**src/rtl/pipe_stage_skid_pkg.sv**
```systemverilog
// ---------------------------------------------------------------------------
// pipe_stage_skid_pkg
//
// Shared definitions for the pipeline stage registers that sit between
// IF/ID/EX/MEM/WB.
//   - Occupancy state encoding (EMPTY / ONE / FULL) and its enum type.
//   - Bit positions of the write-back control fields packed into i_ctrl.
//   - Per-boundary payload/control widths.
//   - Small helpers to pack and inspect the write-back control word.
// ---------------------------------------------------------------------------
package pipe_stage_skid_pkg;

    // Occupancy encoding. The value doubles as the entry count so the
    // o_count output is a direct copy of the state register.
    localparam logic [1:0] ST_EMPTY_ENC = 2'd0;
    localparam logic [1:0] ST_ONE_ENC   = 2'd1;
    localparam logic [1:0] ST_FULL_ENC  = 2'd2;

    typedef enum logic [1:0] {
        EMPTY = ST_EMPTY_ENC,
        ONE   = ST_ONE_ENC,
        FULL  = ST_FULL_ENC
    } state_t;

    // Write-back control word layout (MSB first: JAL, MemToReg, RegWrite,
    // TamanoFiltroL[1:0], ZeroExtend, LUI).
    localparam int CTRL_LUI      = 0;
    localparam int CTRL_ZEXT     = 1;
    localparam int CTRL_TFL_LO   = 2;
    localparam int CTRL_TFL_HI   = 3;
    localparam int CTRL_REGWRITE = 4;
    localparam int CTRL_MEMTOREG = 5;
    localparam int CTRL_JAL      = 6;
    localparam int WB_CTRL_W     = 7;

    // Per-boundary widths. A 32-bit word per datapath field plus the 5-bit
    // destination register index.
    localparam int WORD_W        = 32;
    localparam int REG_IDX_W     = 5;
    localparam int IF_ID_DATA_W  = 2 * WORD_W;                 // PC4, Instruction
    localparam int ID_EX_DATA_W  = 4 * WORD_W + REG_IDX_W;     // PC4, PC8, Instr, Ext, Rd
    localparam int EX_MEM_DATA_W = 5 * WORD_W + REG_IDX_W;     // + ALU
    localparam int MEM_WB_DATA_W = 6 * WORD_W + REG_IDX_W;     // + DatoMemoria = 197

    localparam int IF_ID_CTRL_W  = WB_CTRL_W;
    localparam int ID_EX_CTRL_W  = WB_CTRL_W;
    localparam int EX_MEM_CTRL_W = WB_CTRL_W;
    localparam int MEM_WB_CTRL_W = WB_CTRL_W;

    // Pack the individual write-back control signals into one word.
    function automatic logic [WB_CTRL_W-1:0] pack_wb_ctrl(
        input logic       jal,
        input logic       mem_to_reg,
        input logic       reg_write,
        input logic [1:0] tamano_filtro_l,
        input logic       zero_extend,
        input logic       lui
    );
        logic [WB_CTRL_W-1:0] w_word;
        w_word                            = '0;
        w_word[CTRL_JAL]                  = jal;
        w_word[CTRL_MEMTOREG]             = mem_to_reg;
        w_word[CTRL_REGWRITE]             = reg_write;
        w_word[CTRL_TFL_HI:CTRL_TFL_LO]   = tamano_filtro_l;
        w_word[CTRL_ZEXT]                 = zero_extend;
        w_word[CTRL_LUI]                  = lui;
        return w_word;
    endfunction

    // True when the control word has any architectural side effect in WB.
    function automatic logic wb_has_side_effect(input logic [WB_CTRL_W-1:0] ctrl);
        return ctrl[CTRL_REGWRITE] | ctrl[CTRL_MEMTOREG] | ctrl[CTRL_JAL];
    endfunction

endpackage : pipe_stage_skid_pkg

```
**src/rtl/pipe_slot.sv**
```systemverilog
// ---------------------------------------------------------------------------
// pipe_slot
//
// One storage entry of a pipeline stage: a payload register and a control
// register, both updated on the falling edge of i_clk.
//
// Ports
//   i_clk       clock (state changes on the falling edge)
//   i_reset     asynchronous active-high reset, clears payload and control
//   i_load      capture i_data / i_ctrl
//   i_clr_ctrl  zero the control register, payload holds (bubble insert)
//   i_data      payload in
//   i_ctrl      control in
//   o_data      stored payload
//   o_ctrl      stored control
// ---------------------------------------------------------------------------
module pipe_slot #(
    parameter int DATA_W = 32,
    parameter int CTRL_W = 7
) (
    input  logic              i_clk,
    input  logic              i_reset,
    input  logic              i_load,
    input  logic              i_clr_ctrl,
    input  logic [DATA_W-1:0] i_data,
    input  logic [CTRL_W-1:0] i_ctrl,
    output logic [DATA_W-1:0] o_data,
    output logic [CTRL_W-1:0] o_ctrl
);

    logic [DATA_W-1:0] r_data;
    logic [CTRL_W-1:0] r_ctrl;

    // A control clear wins over a load: the payload is left untouched so a
    // killed entry keeps its last datapath value while becoming a bubble.
    always_ff @(negedge i_clk or posedge i_reset) begin
        if (i_reset) begin
            r_data <= '0;
            r_ctrl <= '0;
        end else if (i_clr_ctrl) begin
            r_ctrl <= '0;
        end else if (i_load) begin
            r_data <= i_data;
            r_ctrl <= i_ctrl;
        end
    end

    assign o_data = r_data;
    assign o_ctrl = r_ctrl;

endmodule : pipe_slot

```
**src/rtl/pipe_stage_skid.sv**
```systemverilog
// ---------------------------------------------------------------------------
// pipe_stage_skid
//
// Pipeline stage register with a valid/ready handshake. With SKID=1 a second
// entry absorbs the beat that arrives in the cycle downstream stalls, so
// o_ready is a pure decode of registered state. With SKID=0 the stage is a
// single register whose ready follows downstream combinationally.
//
// Ports
//   i_clk        clock, all state updates on the falling edge
//   i_reset      asynchronous active-high reset
//   i_valid      upstream entry valid
//   o_ready      stage can accept this cycle
//   i_data       upstream payload
//   i_ctrl       upstream control
//   o_valid      head entry valid
//   i_ready      downstream accepts the head
//   o_data       head payload (not gated, holds last main value)
//   o_ctrl       head control, 0 when o_valid is 0
//   i_flush      kill all entries, next state EMPTY
//   i_clr_cnt    clear the stall counter
//   o_stall_cnt  saturating count of cycles with o_valid & !i_ready
//   o_count      occupancy 0..2
// ---------------------------------------------------------------------------
module pipe_stage_skid
    import pipe_stage_skid_pkg::*;
#(
    parameter int DATA_W = MEM_WB_DATA_W,
    parameter int CTRL_W = MEM_WB_CTRL_W,
    parameter int SKID   = 1,
    parameter int CNT_W  = 16
) (
    input  logic              i_clk,
    input  logic              i_reset,
    input  logic              i_valid,
    output logic              o_ready,
    input  logic [DATA_W-1:0] i_data,
    input  logic [CTRL_W-1:0] i_ctrl,
    output logic              o_valid,
    input  logic              i_ready,
    output logic [DATA_W-1:0] o_data,
    output logic [CTRL_W-1:0] o_ctrl,
    input  logic              i_flush,
    input  logic              i_clr_cnt,
    output logic [CNT_W-1:0]  o_stall_cnt,
    output logic [1:0]        o_count
);

    state_t            r_state;
    logic [CNT_W-1:0]  r_stall_cnt;

    logic              w_valid;
    logic              w_accept;
    logic              w_drain;
    logic              w_stall;
    logic              w_main_load;
    logic              w_main_from_skid;

    logic [DATA_W-1:0] w_main_d_data;
    logic [CTRL_W-1:0] w_main_d_ctrl;
    logic [DATA_W-1:0] w_main_q_data;
    logic [CTRL_W-1:0] w_main_q_ctrl;
    logic [DATA_W-1:0] w_skid_q_data;
    logic [CTRL_W-1:0] w_skid_q_ctrl;

    localparam logic [CNT_W-1:0] CNT_MAX = {CNT_W{1'b1}};
    localparam logic [CNT_W-1:0] CNT_ONE = {{(CNT_W-1){1'b0}}, 1'b1};

    // ------------------------------------------------------------------
    // Handshake decode
    // ------------------------------------------------------------------
    assign w_valid  = (r_state != EMPTY);
    assign w_accept = i_valid & o_ready & ~i_flush;
    assign w_drain  = w_valid & i_ready;
    assign w_stall  = w_valid & ~i_ready;

    generate
        if (SKID != 0) begin : g_ready_skid
            // Registered-state decode only: downstream ready never reaches
            // upstream through this stage.
            assign o_ready = (r_state != FULL);
        end else begin : g_ready_reg
            assign o_ready = ~w_valid | i_ready;
        end
    endgenerate

    // ------------------------------------------------------------------
    // Storage: main is always the head; skid only ever refills main, so
    // entries leave in arrival order.
    // ------------------------------------------------------------------
    assign w_main_from_skid = (r_state == FULL);
    assign w_main_load      = ((r_state == EMPTY) & w_accept)
                            | ((r_state == ONE)   & w_accept & w_drain)
                            | ((r_state == FULL)  & w_drain  & ~i_flush);
    assign w_main_d_data    = w_main_from_skid ? w_skid_q_data : i_data;
    assign w_main_d_ctrl    = w_main_from_skid ? w_skid_q_ctrl : i_ctrl;

    pipe_slot #(
        .DATA_W (DATA_W),
        .CTRL_W (CTRL_W)
    ) u_main (
        .i_clk      (i_clk),
        .i_reset    (i_reset),
        .i_load     (w_main_load),
        .i_clr_ctrl (i_flush),
        .i_data     (w_main_d_data),
        .i_ctrl     (w_main_d_ctrl),
        .o_data     (w_main_q_data),
        .o_ctrl     (w_main_q_ctrl)
    );

    generate
        if (SKID != 0) begin : g_skid
            logic w_skid_load;

            // The only way into skid: a beat arrives while the head stalls.
            assign w_skid_load = (r_state == ONE) & w_accept & ~w_drain;

            pipe_slot #(
                .DATA_W (DATA_W),
                .CTRL_W (CTRL_W)
            ) u_skid (
                .i_clk      (i_clk),
                .i_reset    (i_reset),
                .i_load     (w_skid_load),
                .i_clr_ctrl (i_flush),
                .i_data     (i_data),
                .i_ctrl     (i_ctrl),
                .o_data     (w_skid_q_data),
                .o_ctrl     (w_skid_q_ctrl)
            );
        end else begin : g_no_skid
            assign w_skid_q_data = '0;
            assign w_skid_q_ctrl = '0;
        end
    endgenerate

    // ------------------------------------------------------------------
    // Occupancy state machine. Flush overrides every other transition.
    // ------------------------------------------------------------------
    always_ff @(negedge i_clk or posedge i_reset) begin
        if (i_reset) begin
            r_state <= EMPTY;
        end else if (i_flush) begin
            r_state <= EMPTY;
        end else begin
            case (r_state)
                EMPTY: begin
                    if (w_accept) begin
                        r_state <= ONE;
                    end
                end
                ONE: begin
                    if (w_accept & ~w_drain & (SKID != 0)) begin
                        r_state <= FULL;
                    end else if (~w_accept & w_drain) begin
                        r_state <= EMPTY;
                    end
                end
                FULL: begin
                    if (w_drain) begin
                        r_state <= ONE;
                    end
                end
                default: begin
                    r_state <= EMPTY;
                end
            endcase
        end
    end

    // ------------------------------------------------------------------
    // Stall counter: saturating, clear wins, flush leaves it alone.
    // ------------------------------------------------------------------
    always_ff @(negedge i_clk or posedge i_reset) begin
        if (i_reset) begin
            r_stall_cnt <= '0;
        end else if (i_clr_cnt) begin
            r_stall_cnt <= '0;
        end else if (w_stall && (r_stall_cnt != CNT_MAX)) begin
            r_stall_cnt <= r_stall_cnt + CNT_ONE;
        end
    end

    // ------------------------------------------------------------------
    // Outputs
    // ------------------------------------------------------------------
    assign o_valid     = w_valid;
    assign o_data      = w_main_q_data;
    // A bubble must never present RegWrite/MemToReg downstream.
    assign o_ctrl      = w_valid ? w_main_q_ctrl : '0;
    assign o_stall_cnt = r_stall_cnt;
    assign o_count     = r_state;

endmodule : pipe_stage_skid

```
**config.mk**
```make
export PLATFORM = sky130hd
export DESIGN_NAME = pipe_stage_skid
export DESIGN_NICKNAME = d
export VERILOG_FILES = /design/src/rtl/pipe_stage_skid_pkg.sv /design/src/rtl/pipe_slot.sv /design/src/rtl/pipe_stage_skid.sv
export SDC_FILE = /design/constraint.sdc
export NUM_CORES = 1
export LEC_CHECK = 0
export CORE_AREA = 4 4 199 201
export CTS_BUF_LIST = sky130_fd_sc_hd__clkbuf_8
export DETAILED_ROUTE_END_ITERATION = 10
export DIE_AREA = 0 0 203 205
export PLACE_DENSITY = 0.93
export RECOVER_POWER = 25
export SLEW_MARGIN = 15
export SYNTH_ARGS = -nofsm -noshare
export SYNTH_HDL_FRONTEND = slang
export SYNTH_HIERARCHICAL = 1
export SYNTH_SLANG_ARGS = --single-unit
```
**constraint.sdc**
```tcl
create_clock -name i_clk -period 7.9 [get_ports i_clk]
set_input_delay 1.58 -clock i_clk [delete_from_list [all_inputs] [get_ports i_clk]]
set_output_delay 1.58 -clock i_clk [all_outputs]
set_load 0.01 [all_outputs]
```
==> results.md, run 1 <==
* Status: complete, no violations
* Sw power at 1.79 mW
* Leak pwr at 11.7 nW
* Placed cell area at 25000 µm²
* Worst Max-Slew Pin Slew at 1460 ps
* Slew Viols, Final at 0
* VDD IR-drop max at 0.000211 V
* Via Count at 12600
* Post-synthesis register bit count at 426
* Clock-pin slew on the worst setup and hold paths at 40 ps
* DRC at 0
* CTS tree: done
* Met2 WL post-DR at 26700 µm
* Skew final at 14.9 ps
* CTS max path bufs at 3
* H-tree levels at 3
* Worst EP arrival at 6120 ps
* First-pass GRT wire length at 82800 µm
* GP Congestion at 0.841
* Max incr delay on CP at 590 ps
* Endpoints failing hold at 0
* Slowest cell on the critical path: clkdlybuf4s50_1
* DR top layer: met4
* Total iterations of the first detailed-routing run at 4
* Pin count of the biggest net entering global routing at 90
* Top Ports at 434
* Total Nets Final at 1943
* Die area at 41600 µm²
* Antenna violations before repair at 5
* Layout cells sized above 1 at 0.432
* Syn nets at 1451
* Crit end category: primary output
* FP Rows at 71
* Core Area at 37600 µm²
* Final Cell Area at 26500 µm²
* Post-route non-filler standard cell count at 2304
* Sequential share of power at 0.455
* DPL Wire Length at 35700 µm
* Area growth syn-to-layout at 32.8%
* Antenna Violating Nets Remaining at 0
* Critical Path Start Type: flip-flop
* Clock root cell: clkbuf_8
* Critical path's top delay family: buffers and inverters
* Worst-path cell chain: nor2_1 > nor2b_1 > clkdlybuf4s50_1
* Worst min-delay path class: flip-flop to flip-flop
* WL met1 at 21300 µm
* Die Wd at 203 µm
* Required @ worst endpoint at 6320 ps
* Placed cells at 2165
* Commonest non-fill, non-tap cell in the layout: clkdlybuf4s50_1
* CP Class: flip-flop to primary output
* Number of enable flip-flop cells after synthesis at 0
* TritonCTS buffer count at 73
* Mapped cell area at 19900 µm²
* Initial Util at 0.530
* Pwr dens at 253 nW/µm²
* Gr ovfl total at 0
* Die height at 205 µm
* Final setup margin at 198 ps
* Max_cap viols at 0
* Post-synth ARST share at 1.00
* Rel. slew slack at 0.0260
* Buf+Inv Stages, Crit Path at 1
* Vias in the first global route at 14300
* Commonest non-fill, non-tap cells in the layout: clkdlybuf4s50_1 (432), dfrtn_1 (426), mux2_2 (339)
* Port Buf Inserts at 433
* Syn. warnings at 6
* Routed length on met3 at 3690 µm
* Post-CTS Hold Fix Bufs at 0
* Via density at 5.47
* CTS sink cnt at 426
* Comb pwr share at 0.246
* Sw frac at 0.268
* Netlist cell types at 37
* Wirelength per Cell at 23.4 µm
* Clock power share at 0.300
* Final setup violation count at 0
* P_int at 4.89 mW
* Predominant post-synthesis flop cell: dfrtn_1
* Sequential area share after synthesis at 0.535
* Skew-Pair Late Insertion Delay at 570 ps
* Setup repair after global routing missed its margin: no
* Final TNS setup at 0 ps
* DRT Wirelength at 53900 µm
* Pre-CTS WS at 94.8 ps
* Synthesized netlist cell count at 1239
* First-iteration detailed-routing DRC count at 448
* Syn Area/Cell at 16.1 µm²
* GR Util All Layers at 0.252
* Crit Path Max Fanout at 8
## power by group through the flow
| stage | registers [mW] | clock network (mW) | logic (mW) |
|---|---|---|---|
| after floorplan | 3.05 | 0 | 0.757 |
| after global placement | 3.00 | 0 | 1.58 |
| after detailed placement | 3.04 | 0 | 1.64 |
| after CTS | 3.03 | 2.05 | 1.66 |
| after global routing | 3.08 | 2.15 | 1.73 |
| final | 3.04 | 2.00 | 1.64 |
## state kept, by name, summed over array words and instances (netlist names)
name,cells
g_skid.u_skid/o_ctrl,7
g_skid.u_skid/o_data,197
o_count,2
o_stall_cnt,16
u_main/o_ctrl,7
u_main/o_data,197
## worst reg2reg max path, delay by kind of cell, from the launching register on
family | cells | cell delay (ps)
buffers and inverters | 2 | 1680
DFF | 1 | 550
muxes | 2 | 810
and+or+nand+nor | 1 | 190
## what timing repair did
| action | CTS | global route |
|---|---|---|
| setup buffers | 0 | 2 |
| endpoints found under the setup margin | 0 | 1 |
| resized for setup | 0 | 0 |
## layer usage
metal,vias up,global-route usage
met2,518,0.423
met5,-,0
met3,147,0.0714
met1,6465,0.306
met4,0,0.110
li1,5465,-
## per-stage QoR
| stage | hold WS [ps] | utilization | power [mW] |
|---|---|---|---|
| after CTS | 452 | 0.706 | 6.74 |
| after detailed placement | 450 | 0.666 | 4.68 |
| after global placement | 445 | 0.666 | 4.58 |
| after global routing | 462 | 0.704 | 6.96 |
| final | 452 | 0.704 | 6.68 |
| after floorplan | 437 | - | 3.81 |
## final cells by class
class | count | area, µm²
Clock inverter | 36 | 165
Inverter | 8 | 32.5
Fill cell | 2297 | 11100
Antenna cell | 5 | 12.5
Sequential cell | 426 | 10700
Tap cell | 511 | 639
Clock buffer | 96 | 1320
Multi-Input combinational cell | 727 | 8590
Timing Repair Buffer | 495 | 5040
## synth_stat cells, drive strengths merged, types with 4 or more instances
library cell / number / area (µm²)
mux2: 600 / 7730
dfrtn: 426 / 10700
buf: 64 / 614
nor2: 22 / 82.6
mux2i: 16 / 160
a21oi: 14 / 70.1
clkbuf: 14 / 52.6
nor2b: 11 / 83.8
inv: 8 / 30.0
o31ai: 8 / 60.1
or4: 8 / 60.1
or3: 6 / 37.5
nand2: 5 / 18.8
nand4: 5 / 43.8
o21ai: 5 / 25.0
nand2b: 4 / 25.0
nand3: 4 / 20.0
nor4: 4 / 31.3
## final timing paths
path	startpoint	endpoint	slack [ps]	depth (start not counted)
worst max-delay path	o_count[0]	o_ctrl[4]	200	3
worst min-delay path	u_main/o_data[83]	u_main/o_data[83]	450	1
worst max register to register	o_count[0]	u_main/o_data[152]	4510	5
worst min register to register	u_main/o_data[83]	u_main/o_data[83]	450	1
max in group asynchronous	i_reset	u_main/o_data[29]	360	4
min in group asynchronous	i_reset	g_skid.u_skid/o_data[109]	5430	2
## cells by family after synthesis
group | synth area share
adders and majority gates | 0.00126
AOI/OAI and AO/OA | 0.00960
and+or+nand+nor | 0.0234
DFF | 0.535
buffers and inverters | 0.0350
muxes | 0.396
(Power assumes the default switching activity.)
==> run 2, diff against run 1 <==
--- a/config.mk
+++ b/config.mk
@@ -5,11 +5,11 @@
 export SDC_FILE = /design/constraint.sdc
 export NUM_CORES = 1
 export LEC_CHECK = 0
-export CORE_AREA = 4 4 199 201
+export CORE_AREA = 4 4 183 220
 export CTS_BUF_LIST = sky130_fd_sc_hd__clkbuf_8
 export DETAILED_ROUTE_END_ITERATION = 10
-export DIE_AREA = 0 0 203 205
-export PLACE_DENSITY = 0.93
+export DIE_AREA = 0 0 187 224
+export PLACE_DENSITY = 0.92
 export RECOVER_POWER = 25
 export SLEW_MARGIN = 15
 export SYNTH_ARGS = -nofsm -noshare
==> results.md, run 2 (synthesis results as in run 1) <==
* Area growth syn-to-layout at 32.8% (unchanged)
* Reg2Reg Depth at 5 (unchanged)
* Slew Viols, Final at 63 (+63)
* Rel. slew slack at -0.118 (-0.144)
* CTS resizes at 0 (unchanged)
* Final TNS setup at 0 ps (unchanged)
* Setup bufs post-CTS at 0 (unchanged)
* Crit Path Max Fanout at 9 (+1)
* Via Count at 12500 (-1.0%)
* Vias in the first global route at 14100 (-1.2%)
* Status: finished with violations
* Crit end category: primary output
* DPL Wire Length at 35400 µm (-0.96%)
* WHS Endpoint: g_skid.u_skid/o_data[55]
* Pwr dens at 253 nW/µm² (+0.33%)
* Leak pwr at 11.6 nW (-0.26%)
* FP Rows at 78 (+9.9%)
* DRC at 0 (unchanged)
* Worst Max-Slew Pin Slew at 1680 ps (+216 ps)
* Hold Path Origin: g_skid.u_skid/o_data[55]
* Worst-path cell chain: nor2_1 > nor2b_1 > clkdlybuf4s50_1
* Max incr delay on CP at 620 ps (+30 ps)
* RR Startpoint: o_count[0]
* CTS tree: done
* Skew-Pair Late Insertion Delay at 570 ps (about the same)
* Overall Power at 6.70 mW (+0.33%)
* Required @ worst endpoint at 6320 ps (about the same)
* Antenna violations before repair at 5 (unchanged)
* Core Area at 37900 µm² (+0.77%)
* CP Class: flip-flop to primary output
* First-pass GRT wire length at 81500 µm (-1.6%)
* Pre-CTS WS at 87.4 ps (-7.47 ps)
* P_int at 4.94 mW (+1.1%)
* Commonest non-fill, non-tap cells in the layout: clkdlybuf4s50_1 (432), dfrtn_1 (426), mux2_2 (339)
* Commonest non-fill, non-tap cell in the layout: clkdlybuf4s50_1
* TritonCTS buffer count at 70 (-4.1%)
* Top Ports at 434 (unchanged)
* Wirelength per Cell at 23.0 µm (-1.5%)
* Slowest cell on the critical path: dfrtn_1
* Antenna Violating Nets Remaining at 0 (unchanged)
* CTS sink cnt at 426 (unchanged)
* Die area at 41900 µm² (+0.66%)
* Layout cells sized above 1 at 0.438 (+0.00531)
* DRT Wirelength at 52100 µm (-3.2%)
* Die Wd at 187 µm (-7.9%)
* Endpoints failing hold at 0 (unchanged)
* Skew final at 30.9 ps (+16.0 ps)
* GP Congestion at 0.848 (+0.87%)
* GR Util All Layers at 0.244 (-0.00812)
* Clock-pin slew on the worst setup and hold paths at 50 ps (about the same)
* CTS max path bufs at 3 (unchanged)
* Failing checks: max-capacitance violations, max-slew violations
* Worst EP arrival at 6220 ps (+100 ps)
* Final setup margin at 104 ps (-94.2 ps)
* Fill cell count at 2349 (+2.3%)
* Sequential share of power at 0.451 (-0.004)
* Sw frac at 0.263 (-0.00537)
* Total iterations of the first detailed-routing run at 5 (+1)
* Via density at 5.50 (+0.66%)
* FF-to-FF setup slack at 4630 ps (+120 ps)
* Post-CTS Hold Fix Bufs at 0 (unchanged)
* Reg2Reg Capture Point: u_main/o_data[35]
* VDD IR-drop max at 0.000196 V (-7.0%)
* Die height at 224 µm (+9.3%)
* Port Buf Inserts at 433 (unchanged)
* Sw power at 1.76 mW (-1.7%)
* Critical Path Start Type: flip-flop
* Final setup violation count at 0 (unchanged)
* Setup repair after global routing missed its margin: no
* Clock root cell: clkbuf_8
* Initial Util at 0.526 (-0.00405)
* Gr ovfl total at 0 (unchanged)
* Clock power share at 0.304 (+0.004)
* Pin count of the biggest net entering global routing at 138 (+53%)
* First-iteration detailed-routing DRC count at 459 (+2.5%)
* H-tree levels at 3 (unchanged)
* Comb pwr share at 0.245 (about the same)
* Hold path cells at 1 (unchanged)
* Total Nets Final at 1938 (-0.26%)
* Max_cap viols at 1 (+1)
* Worst min-delay path class: flip-flop to flip-flop
run 2: power groups by stage:
| stage | Sequential [mW] | Combinational (mW) | Clock, mW |
|---|---|---|---|
| after floorplan | 3.05 | 0.757 | 0 |
| after global placement | 3.00 | 1.59 | 0 |
| after detailed placement | 3.03 | 1.65 | 0 |
| after CTS | 3.02 | 1.66 | 2.09 |
| after global routing | 3.07 | 1.73 | 2.20 |
| final | 3.02 | 1.64 | 2.04 |
run 2: critical path, delay by kind of cell, from the launching register on:
family / cells / cell delay, ps
buf+inv: 1 / 590
flops: 1 / 620
simple gates: 2 / 480
run 2: how the worst max path moves through the flow:
stage,startpoint,endpoint,slack [ps],cells after the start
after global placement,i_valid,u_main/o_data[138],90,8
after detailed placement,i_valid,u_main/o_data[145],90,8
after floorplan,i_reset,g_skid.u_skid/o_ctrl[0],-140,1
after CTS,o_count[1],o_ctrl[5],110,3
after global routing,o_count[1],o_ctrl[1],20,3
final,o_count[1],o_ctrl[1],100,3
run 2: metrics by stage:
stage          cells  hold WS, ps  area (µm²)  utilization
3_5_place_dp    2134          450       25000        0.661
6_report        2265          450       26500        0.699
3_3_place_gp    2134          445       25000        0.661
5_1_grt         2265          460       26500        0.699
4_1_cts         2260          453       26500        0.701
2_1_floorplan   1239          437       19900            -
run 2: area by class of cell:
class / instances / area, µm² / area share
Tap cell: 480 / 601 / 0.0227
Inverter: 8 / 32.5 / 0.00123
Clock buffer: 95 / 1310 / 0.0494
Antenna cell: 5 / 12.5 / 0.000473
Clock inverter: 31 / 201 / 0.00761
Timing Repair Buffer: 493 / 5060 / 0.191
Sequential cell: 426 / 10700 / 0.403
Multi-Input combinational cell: 727 / 8590 / 0.325
run 2: routing by layer:
layer | routed length (µm) | up-vias | track usage
met2 | 26700 | 454 | 0.420
met4 | 2390 | 0 | 0.121
li1 | - | 5445 | -
met3 | 2900 | 145 | 0.0627
met5 | 0 | - | 0
met1 | 20200 | 6419 | 0.285
